## config.mk

```make
export PLATFORM = sky130hd
export DESIGN_NAME = debug_ctrl
export DESIGN_NICKNAME = d
export VERILOG_FILES = /design/src/rtl/debug_pkg.sv /design/src/rtl/debug_ctrl_btn_edge.sv /design/src/rtl/debug_ctrl.sv
export SDC_FILE = /design/constraint.sdc
export NUM_CORES = 1
export LEC_CHECK = 0
export ABC_CLOCK_PERIOD_IN_PS = 1800
export CAP_MARGIN = 20
export CORE_MARGIN = 2
export CORE_UTILIZATION = 32
export DETAILED_ROUTE_END_ITERATION = 10
export PLACE_DENSITY = 0.8
export SLEW_MARGIN = 25
export SYNTH_ARGS = -nofsm -noshare
export SYNTH_HDL_FRONTEND = slang
export SYNTH_SLANG_ARGS = --single-unit
export TNS_END_PERCENT = 1
```

## constraint.sdc

```tcl
create_clock -name clk -period 1.8 [get_ports clk]
set_input_delay 0.36 -clock clk [delete_from_list [all_inputs] [get_ports clk]]
set_output_delay 0.36 -clock clk [all_outputs]
set_load 0.1 [all_outputs]
```

## src/rtl/debug_pkg.sv

```systemverilog
// Shared FSM encodings and button bit positions for the front-panel debug controller.
// Latency: n/a (declarations only).
// Backpressure: n/a.
package debug_pkg;

  typedef logic [1:0] state_t;

  localparam state_t HALT = 2'd0;
  localparam state_t RUN  = 2'd1;
  localparam state_t STEP = 2'd2;

  localparam int BTN_RUN   = 0;
  localparam int BTN_STEP  = 1;
  localparam int BTN_PG_UP = 2;
  localparam int BTN_PG_DN = 3;

endpackage

```

## src/rtl/debug_ctrl_btn_edge.sv

```systemverilog
// Rising-edge detector for debounced button levels; one press per low-to-high transition.
// Latency: press is combinational from btns against the previous-cycle level.
// Backpressure: none; a press is a single-cycle event and is lost if unused.
module btn_edge #(
  parameter int N = 4
) (
  input  logic         clk,
  input  logic         rst,
  input  logic [N-1:0] btns,
  output logic [N-1:0] press
);

  logic [N-1:0] btn_q;
  logic [N-1:0] btn_d;

  // Previous-level register follows the buttons every cycle.
  always_comb begin
    btn_d = btns;
  end

  // Resets to all ones so a button held through reset is not seen as a press.
  always_ff @(posedge clk) begin
    if (rst) begin
      btn_q <= '1;
    end else begin
      btn_q <= btn_d;
    end
  end

  assign press = btns & ~btn_q;

endmodule

```

## src/rtl/debug_ctrl.sv

```systemverilog
// Front-panel run/halt/step/breakpoint controller gating the core, plus display page select.
// Latency: 1 clk from button press to cpu_en/halted/leds; debug is 1 clk from view, 2 clk from page press.
// Backpressure: none; buttons are events, cpu_en is a free-running enable.
module debug_ctrl
  import debug_pkg::*;
#(
  parameter int W       = 16,
  parameter int NPAGE   = 4,
  parameter int RUN_DIV = 1
) (
  input  logic               clk,
  input  logic               rst,
  input  logic [3:0]         btns,
  input  logic [W-1:0]       pc,
  input  logic               bp_en,
  input  logic [W-1:0]       bp_addr,
  input  logic [W*NPAGE-1:0] view,
  output logic               cpu_en,
  output logic               halted,
  output logic [W-1:0]       debug,
  output logic [3:0]         leds
);

  localparam int PW = $clog2(NPAGE);

  logic [3:0]    press;
  state_t        state_q, state_d;
  logic          cpu_en_q, cpu_en_d;
  logic          halted_q, halted_d;
  logic          bp_hit_q, bp_hit_d;
  logic          skip_bp_q, skip_bp_d;
  logic [PW-1:0] page_q, page_d;
  logic [W-1:0]  debug_q, debug_d;
  logic          slot;
  logic          run_act;
  logic          brk;
  logic          fire;

  btn_edge #(.N(4)) u_btn_edge (
    .clk   (clk),
    .rst   (rst),
    .btns  (btns),
    .press (press)
  );

  // Enable-slot divider; with RUN_DIV=1 every RUN cycle is a slot and no counter exists.
  if (RUN_DIV > 1) begin : g_div
    localparam int CW = $clog2(RUN_DIV + 1);
    localparam logic [CW-1:0] LAST = CW'(RUN_DIV - 1);
    logic [CW-1:0] div_cnt_q, div_cnt_d;

    // Count while running, wrap on the slot, hold at zero outside RUN.
    always_comb begin
      div_cnt_d = div_cnt_q + CW'(1);
      if (state_q != RUN || slot) begin
        div_cnt_d = '0;
      end
    end

    // Divider register.
    always_ff @(posedge clk) begin
      if (rst) begin
        div_cnt_q <= '0;
      end else begin
        div_cnt_q <= div_cnt_d;
      end
    end

    assign slot = (div_cnt_q == LAST);
  end else begin : g_nodiv
    assign slot = 1'b1;
  end

  // A run-halt press pre-empts the slot; the first slot after a resume never breaks.
  assign run_act = (state_q == RUN) && !press[BTN_RUN] && slot;
  assign brk     = run_act && bp_en && (pc == bp_addr) && !skip_bp_q;
  assign fire    = run_act && !brk;

  // Next-state logic: run wins over step; STEP lasts one cycle; RUN leaves on press or breakpoint.
  always_comb begin
    state_d = state_q;
    case (state_q)
      HALT: begin
        if (press[BTN_RUN]) begin
          state_d = RUN;
        end else if (press[BTN_STEP]) begin
          state_d = STEP;
        end
      end
      STEP:    state_d = HALT;
      RUN: begin
        if (press[BTN_RUN] || brk) begin
          state_d = HALT;
        end
      end
      default: state_d = HALT;
    endcase
  end

  // Registered outputs and sticky flags derived from the transition being taken.
  always_comb begin
    cpu_en_d  = fire || (state_d == STEP);
    halted_d  = (state_d == HALT);
    bp_hit_d  = bp_hit_q;
    skip_bp_d = skip_bp_q;
    if (state_q == HALT && press[BTN_RUN]) begin
      bp_hit_d  = 1'b0;
      skip_bp_d = 1'b1;
    end
    if (brk) begin
      bp_hit_d = 1'b1;
    end
    if (fire) begin
      skip_bp_d = 1'b0;
    end
  end

  // Page select wraps modulo NPAGE; simultaneous up and down cancel.
  always_comb begin
    page_d = page_q;
    if (press[BTN_PG_UP] && !press[BTN_PG_DN]) begin
      page_d = page_q + PW'(1);
    end else if (press[BTN_PG_DN] && !press[BTN_PG_UP]) begin
      page_d = page_q - PW'(1);
    end
    debug_d = view[page_q*W +: W];
  end

  // State register for FSM, flags, page and display word.
  always_ff @(posedge clk) begin
    if (rst) begin
      state_q   <= HALT;
      cpu_en_q  <= 1'b0;
      halted_q  <= 1'b1;
      bp_hit_q  <= 1'b0;
      skip_bp_q <= 1'b0;
      page_q    <= '0;
      debug_q   <= '0;
    end else begin
      state_q   <= state_d;
      cpu_en_q  <= cpu_en_d;
      halted_q  <= halted_d;
      bp_hit_q  <= bp_hit_d;
      skip_bp_q <= skip_bp_d;
      page_q    <= page_d;
      debug_q   <= debug_d;
    end
  end

  assign cpu_en = cpu_en_q;
  assign halted = halted_q;
  assign debug  = debug_q;
  assign leds   = {bp_hit_q, (state_q == RUN), 2'(page_q)};

endmodule
```

# After elaboration in Yosys (flattened, before gate mapping)
# Index checks and enable logic that the tools add are counted.
[totals]
regBits = 28
[op_classes]
n_addsub = 2
muxes = 8
reduce_logical = 20
n_eq_ne = 3
shift = 1
n_bitwise = 2
[ops]
columns = ["op", "n"]
rows = [
  ["$shiftx 64x7->16", 1],
  ["$eq 16x16->1", 1],
  ["$mux 2", 5],
  ["$logic_and 1x1->1", 8],
  ["$logic_not 1->1", 5],
  ["$and 4x4->4", 1],
  ["$logic_not 2->1", 2],
  ["$not 4->4", 1],
  ["$pmux 2 s2", 1],
  ["$reduce_bool 2->1", 2],
  ["$add 2x1->2 const B", 1],
  ["$eq 2x1->1 const B", 1],
  ["$eq 2x2->1 const B", 1],
  ["$logic_or 1x1->1", 2],
  ["$mux 1", 2],
  ["$reduce_or 2->1", 1],
  ["$sub 2x1->2 const B", 1],
]

# Longest topological paths before layout
[logic_depth]
ltp_word = 12
mapped_depth = 5
depth_no_buf = 5

# Modules after synthesis
# Synthesis repeated with hierarchy kept, for this count alone.
[unflattened]
hier_cells = 124
area_unflattened_um2 = 1463.9
[modules_own_cells]
columns = ["module", "area_per_inst_um2", "cells_each", "instances"]
rows = [
  ["debug_ctrl", 1333.8, 112, 1],
  ["btn_edge", 130.1, 12, 1],
]

# Worst setup path after synthesis
# No wires, ideal clock.
[synth_path]
kind = "register -> register"
start = "register page_q[0]"
end = "register debug_q[0], in the netlist debug[0]"
t_required_ns = 1.685
t_arrival_ns = 1.969
setup_slack_ns = -0.284
path_stages_with_launch = 5
period_less_slack_ns = 2.084
setup_time_ns = 0.115
cell_sequence = "dfxtp_1 -> buf_6 -> buf_12 -> mux4_2 -> and2_1"
[synth_between]
elab_chain_cells = 1
[synth_rtl]
columns = ["element", "line_no", "text"]
rows = [
  ["from (decl)", "debug_ctrl.sv:32", "logic [PW-1:0] page_q, page_d;"],
  ["from (signal assigned)", "debug_ctrl.sv:145", "page_q <= page_d;"],
  ["$shiftx 64x7->16", "debug_ctrl.sv:126", "debug_d = view[page_q*W +: W];"],
  ["to (signal assigned)", "debug_ctrl.sv:146", "debug_q <= debug_d;"],
  ["to (decl)", "debug_ctrl.sv:33", "logic [W-1:0] debug_q, debug_d;"],
]
# Every way passes these cells.
# A chain may end at the register's enable or synchronous reset.

# Final worst setup path
[layout_path]
start = "input bp_addr[12]"
end = "register state_q[0]"
[layout_between]
elab_chain_cells = 6
[layout_rtl]
columns = ["element", "line_no", "text"]
rows = [
  ["from (decl)", "debug_ctrl.sv:16", "input logic [W-1:0] bp_addr,"],
  ["$eq 16x16->1", "debug_ctrl.sv:76", "assign brk = run_act && bp_en && (pc == bp_addr) && !skip_bp_q;"],
  ["$logic_and 1x1->1 (2 in a row)", "debug_ctrl.sv:76", ""],
  ["$logic_or 1x1->1", "debug_ctrl.sv:92", "if (press[BTN_RUN] || brk) begin"],
  ["$mux 2", "debug_ctrl.sv:92", ""],
  ["$pmux 2 s2", "debug_ctrl.sv:82", "case (state_q)"],
  ["to (signal assigned)", "debug_ctrl.sv:140", "state_q <= state_d;"],
  ["to (decl)", "debug_ctrl.sv:27", "state_t state_q, state_d;"],
]
# Every way passes these cells.

==> impl_results.md <==
* Root buf cell: clkbuf_8
* DRC errors left at 0
* Synth area leaders: dfxtp_1 37%, mux4_1 14%, mux4_2 12%
* Initial antenna violation count at 0
* Crit path buf inv count at 1
* Vias in the first global route at around 1,500
* Fmax at 635 MHz
* Max-slew headroom at 69.5%
* DRT Pass-1 Iters at 4
* Avg WL per Cell at 14.8 um
* Syn nets at 228
* Layout cells sized above 1 at about a fifth
* Slowest cell on the critical path: clkdlybuf4s50_1
* P&R area growth vs syn at 106%
* Total power at 2.20 mW
* Util after Layout at 69.5%
* DR iter-0 viols at 48
* Fin. Hold Viols at 0
* Post-CTS setup buffers at 0
* Finished Layout Cells at around 300
* Largest delay share family, worst path: simple AND/OR/NAND/NOR gates
* Synth unique cells at 32
* First-pass GRT wire length at 7100 um
* Reg clk slew, reported paths at 0.10 ns
* Die area at 5240 um^2
* EDFF count, synth at 0
* Crit path largest cell delay at 0.41 ns
* Crit. End Element: register
* Worst-path cell chain: clkdlybuf4s50_1 > xor2_1 > nor4_1 > nand3_1 > o221a_2
* Worst setup SP type: input pin
* YS warnings at 0
* Hold crit path type: reg -> reg
* Post-synthesis sequential area ratio at a little under two fifths
* Final Cycle Share at between 80 and 90%
* Mapped Avg Cell Area at 12.1 um^2
* Synthesized instance count at approximately 120
* Total Wirelength at 4470 um
* Synth area leader: dfxtp_1
* CTS Hold Bufs at 0
* Fill cells at 331
* Max_cap viols at 0
* #FFs+latches synth at 28
* Largest net degree at the start of global routing at 20
* # setup viols final at 0
* GR Util All Layers at 17.7%
* Dpl ws at -0.0698 ns
* Slew Limit Fails at 0
* PortBufs at 124
* NetSw at just over 0.7 mW
* RSZ-0062 raised after global routing: no
* Initial Util at roughly 34%
* GP Congestion at around 0.74
* Worst Path Arrival at around 1.8 ns
* Post-synth top flop: dfxtp_1
* Final ANT Viol Nets at 0
* Cell Area, Synth at 1500 um^2
* Int Pwr at 1.48 mW
* Hold slack final at between 0.5 and 0.6 ns
* Die W at 72.4 um
* Worst ir drop on vdd at 0.353 mV
* Die Y-Extent at a little over 70 um
* Clock share of power at 22.7%
* Clk sinks at 28
* Setup CP Type: in -> reg
* Post-synth top cells: 28 x dfxtp_1, 17 x and2_1, 17 x xor2_1
* Sw Ratio at around a third
* H-tree depth at 1
* I/O Pins at 125
* Placed instance count at around 300
* # nets final at 356
* Logic pwr share at 44.2%
* Num rows at 24
* Setup_tns at 0 ns
* Via count at about 1,400
* Crit Path Max Fanout at 4
* Clock period minus worst slack at 1.58 ns
* Clock buffer depth at 2
* Worst Skew at 0.00204 ns
* CTS Buf Count at 3
* Outcome: finished, final reports clean
* CTS tree: built
* CTS resizes at 0
* Yosys top cell area share at 37.4%
* Global route overflow at 0
* Flop pwr share at 33.1%
* Clock latency on the worst-skew pair at 0.28 ns
* Fraction of registers with async set/reset at 0%
* CP required at a little under 2 ns
* Static leakage at approximately 1.2 nW
* Post-route cell area at 3090 um^2
* Avg Vias per Cell at between 4 and 5
* Power per cell area at slightly above 700 nW/um^2
* Post-DP HPWL at 3900 um
* Top-count cell post-synth: dfxtp_1
* CORE AREA at 4440 um^2
* N_diodes at 0
* Least-Margin Pin Slew at 0.457 ns
* Area after DPL at about 3000 um^2
* PnR worst setup slack at 0.224 ns
## logic make-up (layout without fill, tap and decap cells)
kind of cell	Yosys count	after routing	synth area share [%]
DFF	28	28	37.4
AOI/OAI and AO/OA	9	9	4.01
and+or+nand+nor	42	42	16.6
adders and majority gates	1	1	0.835
muxes	16	16	26.1
buffers and inverters	10	137	4.51
xor gates and xnor gates	18	18	10.5
## cell usage in the layout, fill, tap and decap left out
cell type        instances
nand2b_1                 1
nor2_1                   3
buf_12                  22
mux4_2                   8
nand3_1                  3
mux4_1                   8
o221ai_1                 1
clkbuf_8                 3
and2b_1                  1
and2b_2                  1
and2_1                  17
dfxtp_1                 26
xnor2_1                  1
clkdlybuf4s50_1        102
o221a_2                  1
o21ai_0                  2
ha_1                     1
nor3b_1                  1
or3_1                    1
a31oi_1                  1
dfxtp_2                  2
xor2_1                  17
nor2b_1                  2
or2_2                    4
nor3_1                   2
buf_4                    7
a21oi_1                  3
o32ai_1                  1
inv_1                    2
nand4_1                  1
bufinv_16                1
nor4_1                   3
nand2_1                  2
## worst paths after layout
kind | slack, ns | start | end | cells past startpoint
setup / recovery | 0.22 | bp_addr[12] | state_q[0] | 5
hold / removal | 0.51 | bp_hit_q | bp_hit_q | 2
hold reg to reg | 0.51 | bp_hit_q | bp_hit_q | 2
setup reg to reg | 0.31 | page_q[0] | debug[2] | 3
## per-layer routing
layer,routed length (um),up-vias,global-route usage [%],part of all wire (%)
met4,63,0,5.76,1.4
met5,0,-,0,0
met1,1730,665,20.7,39
met2,2420,58,32.3,54
met3,265,7,3.19,5.9
li1,-,706,-,-
## worst min-delay path, delay by kind of cell (launching register included)
| kind | cells | cell delay (ns) |
|---|---|---|
| AOI/OAI and AO/OA | 1 | 0.06 |
| DFF | 1 | 0.35 |
| and+or+nand+nor | 1 | 0.06 |
## final cells by class
cell class,instances,area (um^2),share of cell area (%)
clock buffers,3,41.3,1.34
flip-flops and latches,28,563,18.2
multi-input cells,86,870,28.1
inverters,2,7.51,0.243
clock inverters,1,30.0,0.972
well taps,52,65.1,2.11
repair buffers,131,1510,49.0
## flip-flops by register name, indices dropped and copies added (netlist names)
register / cells
state_q: 2
debug: 16
u_btn_edge.btn_q: 4
skip_bp_q: 1
bp_hit_q: 1
halted: 1
cpu_en: 1
page_q: 2
## power groups by stage
stage | Sequential [mW] | Combinational (mW) | Clock [mW]
final | 0.727 | 0.972 | 0.500
after detailed placement | 0.743 | 0.978 | 0
after CTS | 0.729 | 0.980 | 0.518
after global routing | 0.735 | 1.01 | 0.550
after global placement | 0.741 | 0.963 | 0
after floorplan | 1.03 | 0.221 | 0
No activity file was read; power rests on OpenSTA's default activity.
